<file path="src/rtl/bus_arbiter.sv">
// bus_arbiter
// Round-robin owner arbitration for the per-core cache bus masters, plus a
// single-outstanding bridge that carries each granted line transfer onto the
// memory slave port. The owner keeps the bus for as long as its request stays
// high, so a flush-victim write and the refill read that follows it can run
// back to back without another master getting in between.
module bus_arbiter #(
    parameter  int NUM_MASTERS = 4,
    parameter  int ADDR_W      = 32,
    parameter  int LINE_BYTES  = 4,
    parameter  int MAX_HOLD    = 4,
    localparam int DW          = 8 * LINE_BYTES,
    localparam int OW          = $clog2(NUM_MASTERS)
) (
    input  logic                          clk,
    input  logic                          rst,
    input  logic [NUM_MASTERS-1:0]        m_hreq,
    input  logic [NUM_MASTERS-1:0]        m_htrans,
    input  logic [NUM_MASTERS*ADDR_W-1:0] m_haddr,
    input  logic [NUM_MASTERS-1:0]        m_hwrite,
    input  logic [NUM_MASTERS*DW-1:0]     m_hwdata,
    output logic [NUM_MASTERS-1:0]        m_hgrant,
    output logic [NUM_MASTERS-1:0]        m_hready,
    output logic [DW-1:0]                 m_hrdata,
    output logic                          mem_req,
    output logic [ADDR_W-1:0]             mem_addr,
    output logic                          mem_write,
    output logic [DW-1:0]                 mem_wdata,
    input  logic                          mem_ready,
    input  logic [DW-1:0]                 mem_rdata,
    output logic [OW-1:0]                 bus_owner
);

    // The hold counter only has to reach MAX_HOLD; keep at least one bit so
    // the "never force" setting (MAX_HOLD = 0) still elaborates cleanly.
    localparam int HW = (MAX_HOLD > 0) ? $clog2(MAX_HOLD + 1) : 1;

    typedef enum logic [1:0] {
        IDLE,
        OWNED,
        DPH,
        WMEM
    } state_t;

    state_t                   r_state;
    state_t                   w_stateNext;
    logic [NUM_MASTERS-1:0]   r_grant;
    logic [NUM_MASTERS-1:0]   w_grantNext;
    logic [NUM_MASTERS-1:0]   r_ready;
    logic [NUM_MASTERS-1:0]   w_readyNext;
    logic [DW-1:0]            r_rdata;
    logic [DW-1:0]            w_rdataNext;
    logic                     r_memReq;
    logic                     w_memReqNext;
    logic [ADDR_W-1:0]        r_memAddr;
    logic [ADDR_W-1:0]        w_memAddrNext;
    logic                     r_memWrite;
    logic                     w_memWriteNext;
    logic [DW-1:0]            r_memWdata;
    logic [DW-1:0]            w_memWdataNext;
    logic [OW-1:0]            r_owner;
    logic [OW-1:0]            w_ownerNext;
    logic [OW-1:0]            r_lastOwner;
    logic [OW-1:0]            w_lastOwnerNext;
    logic [HW-1:0]            r_holdCnt;
    logic [HW-1:0]            w_holdCntNext;
    logic [ADDR_W-1:0]        r_addrLatch;
    logic [ADDR_W-1:0]        w_addrLatchNext;
    logic                     r_writeLatch;
    logic                     w_writeLatchNext;

    logic                     w_ownHtrans;
    logic                     w_ownHreq;
    logic                     w_ownHwrite;
    logic [ADDR_W-1:0]        w_ownHaddr;
    logic [DW-1:0]            w_ownHwdata;
    logic [NUM_MASTERS-1:0]   w_ownerOnehot;
    logic [OW-1:0]            w_pick;
    logic [NUM_MASTERS-1:0]   w_pickOnehot;
    logic                     w_pickValid;
    logic                     w_othersReq;
    logic                     w_holdDone;
    logic                     w_forceRelease;
    logic [HW-1:0]            w_holdCntInc;

    // Select the current owner's request, strobe, address, direction and
    // write data out of the flattened per-master buses. Strobes from every
    // other master are simply not looked at.
    always_comb begin
        w_ownHtrans   = 1'b0;
        w_ownHreq     = 1'b0;
        w_ownHwrite   = 1'b0;
        w_ownHaddr    = '0;
        w_ownHwdata   = '0;
        w_ownerOnehot = '0;
        for (int i = 0; i < NUM_MASTERS; i++) begin
            if (r_owner == OW'(i)) begin
                w_ownHtrans      = m_htrans[i];
                w_ownHreq        = m_hreq[i];
                w_ownHwrite      = m_hwrite[i];
                w_ownHaddr       = m_haddr[i*ADDR_W +: ADDR_W];
                w_ownHwdata      = m_hwdata[i*DW +: DW];
                w_ownerOnehot[i] = 1'b1;
            end
        end
    end

    // Round-robin pick: scan forward from the master after the previous
    // owner, wrapping around, and take the first one with its request up.
    // The previous owner itself is visited last, so it cannot starve others.
    always_comb begin
        w_pick       = '0;
        w_pickOnehot = '0;
        w_pickValid  = 1'b0;
        for (int k = 1; k <= NUM_MASTERS; k++) begin
            if (!w_pickValid && m_hreq[(int'(r_lastOwner) + k) % NUM_MASTERS]) begin
                w_pickValid = 1'b1;
                w_pick      = OW'((int'(r_lastOwner) + k) % NUM_MASTERS);
                w_pickOnehot[(int'(r_lastOwner) + k) % NUM_MASTERS] = 1'b1;
            end
        end
    end

    // Forced-release decision for the transfer completing this cycle. The
    // count saturates, and the test is "at or beyond the limit", so a master
    // that already used up its allowance while nobody else was waiting is
    // released at the first completion after a competitor shows up.
    always_comb begin
        w_othersReq    = |(m_hreq & ~w_ownerOnehot);
        w_holdDone     = (MAX_HOLD != 0) && ((int'(r_holdCnt) + 1) >= MAX_HOLD);
        w_forceRelease = w_holdDone && w_othersReq;
        if (int'(r_holdCnt) < MAX_HOLD) begin
            w_holdCntInc = r_holdCnt + HW'(1);
        end else begin
            w_holdCntInc = r_holdCnt;
        end
    end

    // Next-state and next-output logic. Every output is a register, so this
    // block computes what each register takes at the coming edge; anything
    // a state does not mention keeps its current value.
    always_comb begin
        w_stateNext      = r_state;
        w_grantNext      = r_grant;
        w_readyNext      = r_ready;
        w_rdataNext      = r_rdata;
        w_memReqNext     = r_memReq;
        w_memAddrNext    = r_memAddr;
        w_memWriteNext   = r_memWrite;
        w_memWdataNext   = r_memWdata;
        w_ownerNext      = r_owner;
        w_lastOwnerNext  = r_lastOwner;
        w_holdCntNext    = r_holdCnt;
        w_addrLatchNext  = r_addrLatch;
        w_writeLatchNext = r_writeLatch;

        case (r_state)
            IDLE: begin
                if (w_pickValid) begin
                    w_grantNext   = w_pickOnehot;
                    w_readyNext   = w_pickOnehot;
                    w_ownerNext   = w_pick;
                    w_holdCntNext = '0;
                    w_stateNext   = OWNED;
                end
            end

            OWNED: begin
                // A start strobe wins over a dropped request in the same
                // cycle: the transfer is carried out and the release is
                // taken on the next pass through this state.
                if (w_ownHtrans) begin
                    w_addrLatchNext  = w_ownHaddr;
                    w_writeLatchNext = w_ownHwrite;
                    w_readyNext      = '0;
                    w_stateNext      = DPH;
                end else if (!w_ownHreq) begin
                    w_grantNext     = '0;
                    w_readyNext     = '0;
                    w_lastOwnerNext = r_owner;
                    w_stateNext     = IDLE;
                end
            end

            DPH: begin
                // Write data trails the address by a cycle, so it is picked
                // up here rather than alongside the address.
                w_memReqNext   = 1'b1;
                w_memAddrNext  = r_addrLatch;
                w_memWriteNext = r_writeLatch;
                w_memWdataNext = w_ownHwdata;
                w_stateNext    = WMEM;
            end

            WMEM: begin
                if (mem_ready) begin
                    w_memReqNext  = 1'b0;
                    w_holdCntNext = w_holdCntInc;
                    if (!r_memWrite) begin
                        w_rdataNext = mem_rdata;
                    end
                    if (w_forceRelease) begin
                        w_grantNext     = '0;
                        w_readyNext     = '0;
                        w_lastOwnerNext = r_owner;
                        w_stateNext     = IDLE;
                    end else begin
                        w_readyNext = w_ownerOnehot;
                        w_stateNext = OWNED;
                    end
                end
            end

            default: begin
                w_stateNext = IDLE;
            end
        endcase
    end

    // State and output registers. Reset is synchronous; it drops any memory
    // request in flight, and because the machine comes back in IDLE a late
    // mem_ready from the abandoned request is never looked at.
    always_ff @(posedge clk) begin
        if (rst) begin
            r_state      <= IDLE;
            r_grant      <= '0;
            r_ready      <= '0;
            r_rdata      <= '0;
            r_memReq     <= 1'b0;
            r_memAddr    <= '0;
            r_memWrite   <= 1'b0;
            r_memWdata   <= '0;
            r_owner      <= '0;
            r_lastOwner  <= OW'(NUM_MASTERS - 1);
            r_holdCnt    <= '0;
            r_addrLatch  <= '0;
            r_writeLatch <= 1'b0;
        end else begin
            r_state      <= w_stateNext;
            r_grant      <= w_grantNext;
            r_ready      <= w_readyNext;
            r_rdata      <= w_rdataNext;
            r_memReq     <= w_memReqNext;
            r_memAddr    <= w_memAddrNext;
            r_memWrite   <= w_memWriteNext;
            r_memWdata   <= w_memWdataNext;
            r_owner      <= w_ownerNext;
            r_lastOwner  <= w_lastOwnerNext;
            r_holdCnt    <= w_holdCntNext;
            r_addrLatch  <= w_addrLatchNext;
            r_writeLatch <= w_writeLatchNext;
        end
    end

    assign m_hgrant  = r_grant;
    assign m_hready  = r_ready;
    assign m_hrdata  = r_rdata;
    assign mem_req   = r_memReq;
    assign mem_addr  = r_memAddr;
    assign mem_write = r_memWrite;
    assign mem_wdata = r_memWdata;
    assign bus_owner = r_owner;

endmodule

</file>
<file path="config.mk">
export PLATFORM = sky130hd
export DESIGN_NAME = bus_arbiter
export DESIGN_NICKNAME = d
export VERILOG_FILES = /design/src/rtl/bus_arbiter.sv
export SDC_FILE = /design/constraint.sdc
export NUM_CORES = 1
export LEC_CHECK = 0
export ABC_AREA = 0
export CAP_MARGIN = 0
export CORE_AREA = 3 3 159 161
export CTS_CLUSTER_SIZE = 24
export DETAILED_ROUTE_END_ITERATION = 8
export DIE_AREA = 0 0 162 164
export PLACE_DENSITY = 0.7
export SYNTH_ARGS = -nofsm -noshare
export SYNTH_HDL_FRONTEND = slang
export SYNTH_SLANG_ARGS = --single-unit
</file>
<file path="constraint.sdc">
create_clock -name clk -period 3.66 [get_ports clk]
set_input_delay 1.098 -clock clk [delete_from_list [all_inputs] [get_ports clk]]
set_output_delay 1.098 -clock clk [all_outputs]
set_load 0.02 [all_outputs]
</file>
Yosys cells after proc, flatten, opt, wreduce, memory -nomap -nowiden
Cells that the tools add are included.

Input bits: 303. Register bits after elaboration: 148. Output and inout bits: 108.

Bitwise gates (word level): 10. Reduce and logical (&&, ||, !) cells: 31. Eq/ne operators: 13. Add/sub/neg operators: 6. Order comparisons: 10. Muxes and demuxes: 83.

Operator list (number): $mux W32 (8); $mux W4 (12); $mux W1 (34); $mux W2 (12); $pmux W4 S3 (2); $lt A3 B4 Y1 const B (4); $ge A3 B1 Y1 const B (4); $ne A2 B2 Y1 const B (6); $or A4 B4 Y4 (3); $mux W3 (3); $bmux W1 S2 (4); $demux W1 S2 (4); $eq A2 B2 Y1 const B (4); $logic_and A1 B1 Y1 (8); $pmux W2 S4 (1); $reduce_and A4 Y1 (2); $reduce_or A2 Y1 (4); $pmux W3 S2 (1); $reduce_and A2 Y1 (3); $reduce_and A3 Y1 (2); $reduce_and A6 Y1 (1); $reduce_bool A2 Y1 (3); $reduce_and A5 Y1 (1); $add A2 B1 Y2 const B (2); 17 further kinds (25).

Logic depth before layout (Yosys ltp)
Gate-level depths: netlist of run 1.

Depth in word-level cells: 18. Gate-level depth with buffers: 9.

Least setup slack after synthesis of run 1
No wires, ideal clock.

Path kind: input to register. Start: input m_hreq[0]. End: register r_grant[0] (netlist: m_hgrant[0]). Slack: 0.763 ns. Data required time: 3.524 ns. Arrival time: 2.760 ns. Buffers on the path: 0. Cell stages on the path: 5. Cells stage by stage: mux4_1 -> or4_4 -> and2_4 -> a2111oi_0 -> a211oi_1.

Cells in the longest elaborated chain, start to end: 15. Elaborated cells on any way between the ends: 42.

RTL lines: start, declared (RTL line 17) `input logic [NUM_MASTERS-1:0] m_hreq,`; $bmux W1 S2 (RTL line 116) `if (!w_pickValid && m_hreq[(int'(r_lastOwner) + k) % NUM_MASTERS]) begin`; $mux W1 (not written as such) (2 in series) (RTL line 116); $mux W1 (RTL line 116); $logic_not A1 Y1 (RTL line 116); $logic_and A1 B1 Y1 (RTL line 116); $mux W1 (RTL line 116); $logic_not A1 Y1 (RTL line 116); $logic_and A1 B1 Y1 (RTL line 116); $mux W1 (RTL line 116); $logic_not A1 Y1 (RTL line 116); $logic_and A1 B1 Y1 (RTL line 116); $mux W1 or $mux W4 (tied branches) (RTL line 116); $ne A2 B2 Y1 (no line) or $mux W4 (tied branches); $reduce_and A6 Y1 (no line) or $pmux W4 S3 (tied branches); end signal, assigned (RTL line 240) `r_grant <= w_grantNext;`; end, declared (RTL line 47) `logic [NUM_MASTERS-1:0] r_grant;`.

Parallel ways exist; a longest one is shown, timed or not. The select of a mux whose other input is x is not followed. A chain may end at the register's enable or synchronous reset.

Final worst setup path of run 1
Start: input m_hreq[2]. End: register r_grant[1] (netlist: m_hgrant[1]).

Same word-level chain as after synthesis.

==> flow_summary.json, run 1 <==
{
  "routabilityCongestion": 0.881,
  "reg2reg_slack_ps": 860,
  "antenna_found_initial": 0,
  "synth_largest_area_cell": "dfxtp_1",
  "async_flop_share_pct": 0,
  "yosysMostFrequentCell": "nand2_1",
  "final_cells": 1554,
  "p_leak_nw": 4.28,
  "m1WireLength_um": 10700,
  "synth.top_cells.by_area": "dfxtp_1, mux4_2, nand2_1, a21oi_1, clkbuf_1",
  "h-tree-depth": 4,
  "grt_pass1_vias": 7766,
  "synth_area_um2": 7580,
  "wl_met3_um": 2140,
  "grt_pass1_wl_um": 41600,
  "ys_top_cells_by_count": "nand2_1, dfxtp_1, a21oi_1",
  "worst_setup_path_start_kind": "input port",
  "vias_per_cell": 4.95,
  "max_freq_mhz": 312,
  "regArea_um2": 2970,
  "diodes": 0,
  "cts_hold_buffers": 0,
  "yosys_warnings": 0,
  "layout-drive-gt1-share_pct": 11.5,
  "cp.required_ps": 3980,
  "slew_headroom_pct": 45.5,
  "vias": 7690,
  "cp.arrival_ps": 3530,
  "start_util_pct": 31.4,
  "cp_max_fo": 12,
  "setup_viol": 0,
  "grtUsageTotal_pct": 19.9,
  "syn-num-nets": 1150,
  "clk_latency_ps": 410,
  "portBuffers": 410,
  "multi_input_area_um2": 4300,
  "hold_path_class": "flop to flop",
  "grt-ovfl-total": 0,
  "worstMarginPinSlew_ps": 818,
  "avgSynthCellArea_um2": 9.04,
  "fin_skew_ps": 13.6,
  "drt-total-wl_um": 27800,
  "area_delta_synth_final_pct": 66.2,
  "die_y_um": 164,
  "hold_viol_final": 0,
  "path_delay_family": "compound AO/OA/AOI/OAI gates",
  "drt-pass1-iter-count": 5,
  "worst_ir_drop_vdd_mv": 0.233,
  "final_core_util_pct": 52.2,
  "dieArea_um2": 26600,
  "detail-route-antenna-nets": 0,
  "status": "completed",
  "max_stage_delay_ps": 550,
  "fin_tns_setup_ps": 0,
  "cap_violations": 0,
  "period_needed_ps": 3200,
  "io_pins": 411,
  "dp_hpwl_um": 21500,
  "fp.dieW_um": 162,
  "crit_path_frequent_cell": "buf_4",
  "top_layer": "met4",
  "nFillCells": 2279,
  "worst-path-buf-inv": 3,
  "coreArea_um2": 24100,
  "numCtsBuffers": 17,
  "crit_chain": "clkdlybuf4s50_1 -> mux4_1 -> buf_4 -> a2111oi_1 -> buf_4 -> a22oi_1 -> a211oi_1",
  "netlist-cell-type-count": 44,
  "cts_buffer_depth": 2,
  "path_clk_slew_ps": 70,
  "rows": 57,
  "slew_viol_final": 0,
  "rsz0062_at_grt": "false",
  "synth_edf_count": 0,
  "fin_nets": 1529,
  "cts_tree": "built",
  "cts.repair.resized": 0,
  "drc": 0,
  "period_share_pct": 87.5,
  "synth.top_cell.area_share_pct": 39.1,
  "yosysSeqAreaShare_pct": 39.1,
  "ys.flop_type": "dfxtp_1",
  "syn_inst": 838,
  "cts_sinks": 148,
  "p_per_area_nw_per_um2": 431,
  "worstSetupPathType": "input port to flop",
  "avgRoutedWirePerCell_um": 17.9,
  "dp.cells": 1522,
  "postCtsSetupRepairBufs": 0,
  "worst_path_max_delay_cell": "a2111oi_1",
  "dr_wl_met2_um": 14600,
  "grt_max_degree": 76,
  "ys_ff_latch": 148,
  "drt_iter0_drc": 413,
  "end_kind": "flop",
  "cts_root_buf": "clkbuf_16"
}
[layer usage]
| metal | up-vias | track usage (%) |
|---|---|---|
| met4 | 0 | 4.92 |
| met2 | 334 | 37.5 |
| met3 | 21 | 5.09 |
| met1 | 3613 | 22.5 |
| li1 | 3722 | - |
| met5 | - | 0 |
[layout by cell type (no fill, tap or decap), types with 3 or more instances in the layout]
cell type and count:
ha_1 9, clkbuf_16 17, a211oi_1 5, clkdlybuf4s50_1 409
nand3_1 6, a211o_1 4, o211ai_1 5, a21oi_1 147
nand2b_1 6, nand2_1 277, buf_4 20, mux2i_1 9
a22oi_1 4, and2_1 3, inv_6 7, a2111oi_0 5
nor3_1 3, mux2_2 3, clkinvlp_4 3, mux4_2 71
nor2b_1 5, or3_1 3, nor2_1 7, dfxtp_1 146
inv_1 10, o22ai_1 8, nor3b_1 3
[metrics by stage]
step | hold slack, ps | setup slack (ps) | power [W] | cell area (um^2)
after floorplan | 432 | 763 | 0.00294 | 7580
after global placement | 436 | 158 | 0.00371 | 12000
after detailed placement | 443 | 45.1 | 0.00372 | 12000
after CTS | 451 | 504 | 0.00551 | 12600
after global routing | 458 | 352 | 0.00571 | 12600
final | 448 | 457 | 0.00543 | 12600
[worst reg2reg max path, stage by stage (launching register included)]
cell and delay (ps):
dfxtp_1 350, inv_1 140, ha_1 500, mux4_1 360
buf_4 200, a2111oi_1 550, buf_4 220, a22oi_1 130
a211oi_1 270
[final cells by class]
type	count	share of cell area, %
repair buffers	431	34.0
flip-flops and latches	148	23.6
multi-input cells	609	34.1
inverters	10	0.298
well taps	324	3.22
clock buffers	17	3.38
clock inverters	15	1.34
[registers in the layout, summed over array words and instances (netlist names), named ones only]
name / cells
r_lastOwner: 2
m_hready: 4
m_hrdata: 32
r_holdCnt: 3
r_writeLatch: 1
r_state: 1
mem_addr: 32
m_hgrant: 4
bus_owner: 2
mem_req: 1
r_addrLatch: 32
mem_wdata: 32
mem_write: 1
[final timing paths]
path                                startpoint     endpoint  cells after the start
worst max-delay path                 m_hreq[2]  m_hgrant[1]                      7
worst min-delay path            r_addrLatch[0]  mem_addr[0]                      2
worst max register to register  r_lastOwner[0]  m_hgrant[1]                      8
worst min register to register  r_addrLatch[0]  mem_addr[0]                      2
[power breakdown]
part / total [W] / switching, W / internal [W]
Combinational: 0.00180 / 0.000827 / 0.000972
Sequential: 0.00187 / 0.000125 / 0.00174
Clock: 0.00176 / 0.000735 / 0.00102
Total: 0.00543 / 0.00169 / 0.00374
[cells by family (layout without fill, tap and decap cells)]
logic type	count (synthesis)	in the layout	share of synthesized area, %
AOI/OAI and AO/OA	190	190	14.2
DFF	148	148	39.1
buffers and inverters	81	473	4.34
and+or+nand+nor	326	326	17.7
muxes	84	84	23.1
adders and majority gates	9	9	1.49
Note: power is estimated with default switching activity, not from simulation.
==> inputs of run 2 (changes only) <==
--- a/config.mk
+++ b/config.mk
@@ -7,11 +7,13 @@
 export LEC_CHECK = 0
 export ABC_AREA = 0
 export CAP_MARGIN = 0
-export CORE_AREA = 3 3 159 161
+export CORE_AREA = 3 3 157 159
+export CTS_BUF_LIST = sky130_fd_sc_hd__clkbuf_8
 export CTS_CLUSTER_SIZE = 24
 export DETAILED_ROUTE_END_ITERATION = 8
-export DIE_AREA = 0 0 162 164
-export PLACE_DENSITY = 0.7
+export DIE_AREA = 0 0 160 162
+export PLACE_DENSITY = 0.71
+export REMOVE_ABC_BUFFERS = 1
 export SYNTH_ARGS = -nofsm -noshare
 export SYNTH_HDL_FRONTEND = slang
 export SYNTH_SLANG_ARGS = --single-unit
==> constraint.sdc (replaced) <==
create_clock -name clk -period 3.55 [get_ports clk]
set_input_delay 1.065 -clock clk [delete_from_list [all_inputs] [get_ports clk]]
set_output_delay 1.065 -clock clk [all_outputs]
set_load 0.02 [all_outputs]
==> run 2 against run 1 <==
Against the previous run:
- cell count hardly changed
- global-route usage is 0.44 points higher
- power is 7.6% lower
- sequential cell count stayed put
- register-to-register slack worse by 110 ps
==> flow_summary.json, run 2 (synthesis gave the netlist of run 1 again) <==
{
  "cp.required_ps": 3860,
  "grt_pass1_vias": 7415,
  "vias_per_cell": 4.97,
  "dieArea_um2": 25900,
  "fin_ws_ps": 427,
  "antenna_found_initial": 0,
  "start_util_pct": 32.4,
  "path_delay_family": "simple AND/OR/NAND/NOR gates",
  "grt_pass1_wl_um": 42100,
  "end_kind": "flop",
  "fin_tns_setup_ps": 0,
  "max_stage_delay_ps": 580,
  "cts_root_buf": "clkbuf_8",
  "rows": 56,
  "worst_path_max_delay_cell": "or4_4",
  "coreArea_um2": 23400,
  "rr_worst_depth": 7,
  "drc": 0,
  "grtUsageTotal_pct": 20.4,
  "die_y_um": 162,
  "period_share_pct": 88.0,
  "cp_max_fo": 6,
  "fin_nets": 1535,
  "routabilityCongestion": 0.926,
  "layout-drive-gt1-share_pct": 11.9,
  "drt_iter0_drc": 404,
  "crit_chain": "clkdlybuf4s50_1 -> mux4_1 -> or4_4 -> and2_4 -> a2111oi_0 -> a211oi_1",
  "fin_skew_ps": 13.1,
  "setup_viol": 0,
  "numCtsBuffers": 17,
  "holdPathStages": 2,
  "hold_viol_final": 0,
  "cts_hold_buffers": 0,
  "postCtsSetupRepairBufs": 0,
  "dp_hpwl_um": 21200,
  "avgRoutedWirePerCell_um": 17.6,
  "cts_sinks": 148,
  "worst-path-buf-inv": 1,
  "vias": 7726,
  "dp_slack_ps": -40.1,
  "io_pins": 411,
  "slew_viol_final": 0,
  "cts_buffer_depth": 2,
  "cap_violations": 0,
  "portBuffers": 410,
  "detail-route-antenna-nets": 0,
  "rsz0062_at_grt": "false",
  "p_per_area_nw_per_um2": 404,
  "worstHoldEndpoint": "mem_addr[29]",
  "slew_headroom_pct": 39.5,
  "cts_tree": "built",
  "h-tree-depth": 4,
  "clk_latency_ps": 450,
  "worstSetupPathType": "input port to flop",
  "area_delta_synth_final_pct": 63.7,
  "cts.repair.resized": 0,
  "reg2reg_slack_ps": 750,
  "p_leak_nw": 4.20,
  "diodes": 0,
  "layout_commonest_cell": "clkdlybuf4s50_1",
  "reg2reg_from": "r_lastOwner[0]",
  "path_clk_slew_ps": 90,
  "period_needed_ps": 3120,
  "final_cell_mix": "clkdlybuf4s50_1, nand2_1, a21oi_1, dfxtp_1, mux4_2",
  "max_freq_mhz": 320,
  "drt-total-wl_um": 27400,
  "grt_max_degree": 60,
  "grt-ovfl-total": 0,
  "worst_setup_path_start_kind": "input port",
  "holdCritStartpoint": "r_addrLatch[29]",
  "worst_ir_drop_vdd_mv": 0.335,
  "cp.arrival_ps": 3430,
  "fp.dieW_um": 160,
  "worstMarginPinSlew_ps": 905,
  "r2r-end": "m_hgrant[0]",
  "status": "completed",
  "hold_path_class": "flop to flop",
  "drt-pass1-iter-count": 5
}
==> run 2: cell types whose count changed in the layout (fill, tap and decap cells not counted) <==
cell        delta
buf_4          +6
bufinv_16      -2
clkbuf_16     -17
clkbuf_8      +18
clkinv_4       +1
clkinvlp_4     +1
inv_6          -3
inv_8          +2
==> run 2: layout make-up <==
cell class / instances / area [um^2]
clock buffers: 18 / 248
well taps: 319 / 399
fillers: 2187 / 11000
repair buffers: 437 / 4330
flip-flops and latches: 148 / 2970
multi-input cells: 609 / 4300
inverters: 10 / 37.5
clock inverters: 14 / 121
==> run 2: how the worst max path moves through the flow <==
stage / startpoint / to / slack [ps] / cells past startpoint
after floorplan: bus_owner[0] / m_hready[3] / -1320 / 5
after global routing: m_hreq[0] / m_hgrant[1] / 320 / 6
after global placement: m_hreq[0] / m_hgrant[0] / 100 / 6
after detailed placement: m_hreq[0] / m_hgrant[0] / -40 / 6
after CTS: m_hreq[0] / m_hgrant[0] / 450 / 6
final: m_hreq[0] / m_hgrant[0] / 430 / 6
==> run 2: metal layers <==
layer,part of all wire (%),global-route usage [%],up-vias
li1,-,-,3725
met1,41,25.5,3686
met2,51,35.7,294
met3,6.8,4.95,21
met4,1.1,4.62,0
met5,0,0,-
==> run 2: metrics by stage <==
stage | hold slack [ps] | power, W | instance area [um^2] | util, % | std cells
2_1_floorplan | 426 | 0.00302 | 7280 | - | 767
3_3_place_gp | 436 | 0.00381 | 12000 | 51.4 | 1523
3_5_place_dp | 443 | 0.00383 | 12000 | 51.4 | 1523
4_1_cts | 452 | 0.00508 | 12400 | 53.0 | 1555
5_1_grt | 469 | 0.00529 | 12400 | 53.0 | 1555
6_report | 452 | 0.00502 | 12400 | 53.0 | 1555
==> run 2: where the power goes <==
| group | switching (W) | total, W | internal, W |
|---|---|---|---|
| registers | 0.0000993 | 0.00190 | 0.00180 |
| clock network | 0.000709 | 0.00123 | 0.000525 |
| logic | 0.000878 | 0.00189 | 0.00101 |
==> run 2: worst min-delay path, delay by kind of cell, from the launching register on <==
| kind | cells | cell delay (ps) |
|---|---|---|
| compound gates | 1 | 50 |
| simple gates | 1 | 50 |
| flops | 1 | 320 |
==> inputs of run 3 (changes only) <==
--- a/config.mk
+++ b/config.mk
@@ -9,7 +9,8 @@
 export CAP_MARGIN = 0
 export CORE_AREA = 3 3 157 159
 export CTS_BUF_LIST = sky130_fd_sc_hd__clkbuf_8
-export CTS_CLUSTER_SIZE = 24
+export CTS_CLUSTER_DIAMETER = 30
+export CTS_CLUSTER_SIZE = 40
 export DETAILED_ROUTE_END_ITERATION = 8
 export DIE_AREA = 0 0 160 162
 export PLACE_DENSITY = 0.71
==> results of run 3 <==
Final layout, timing and power as in run 2 (identical DEF).
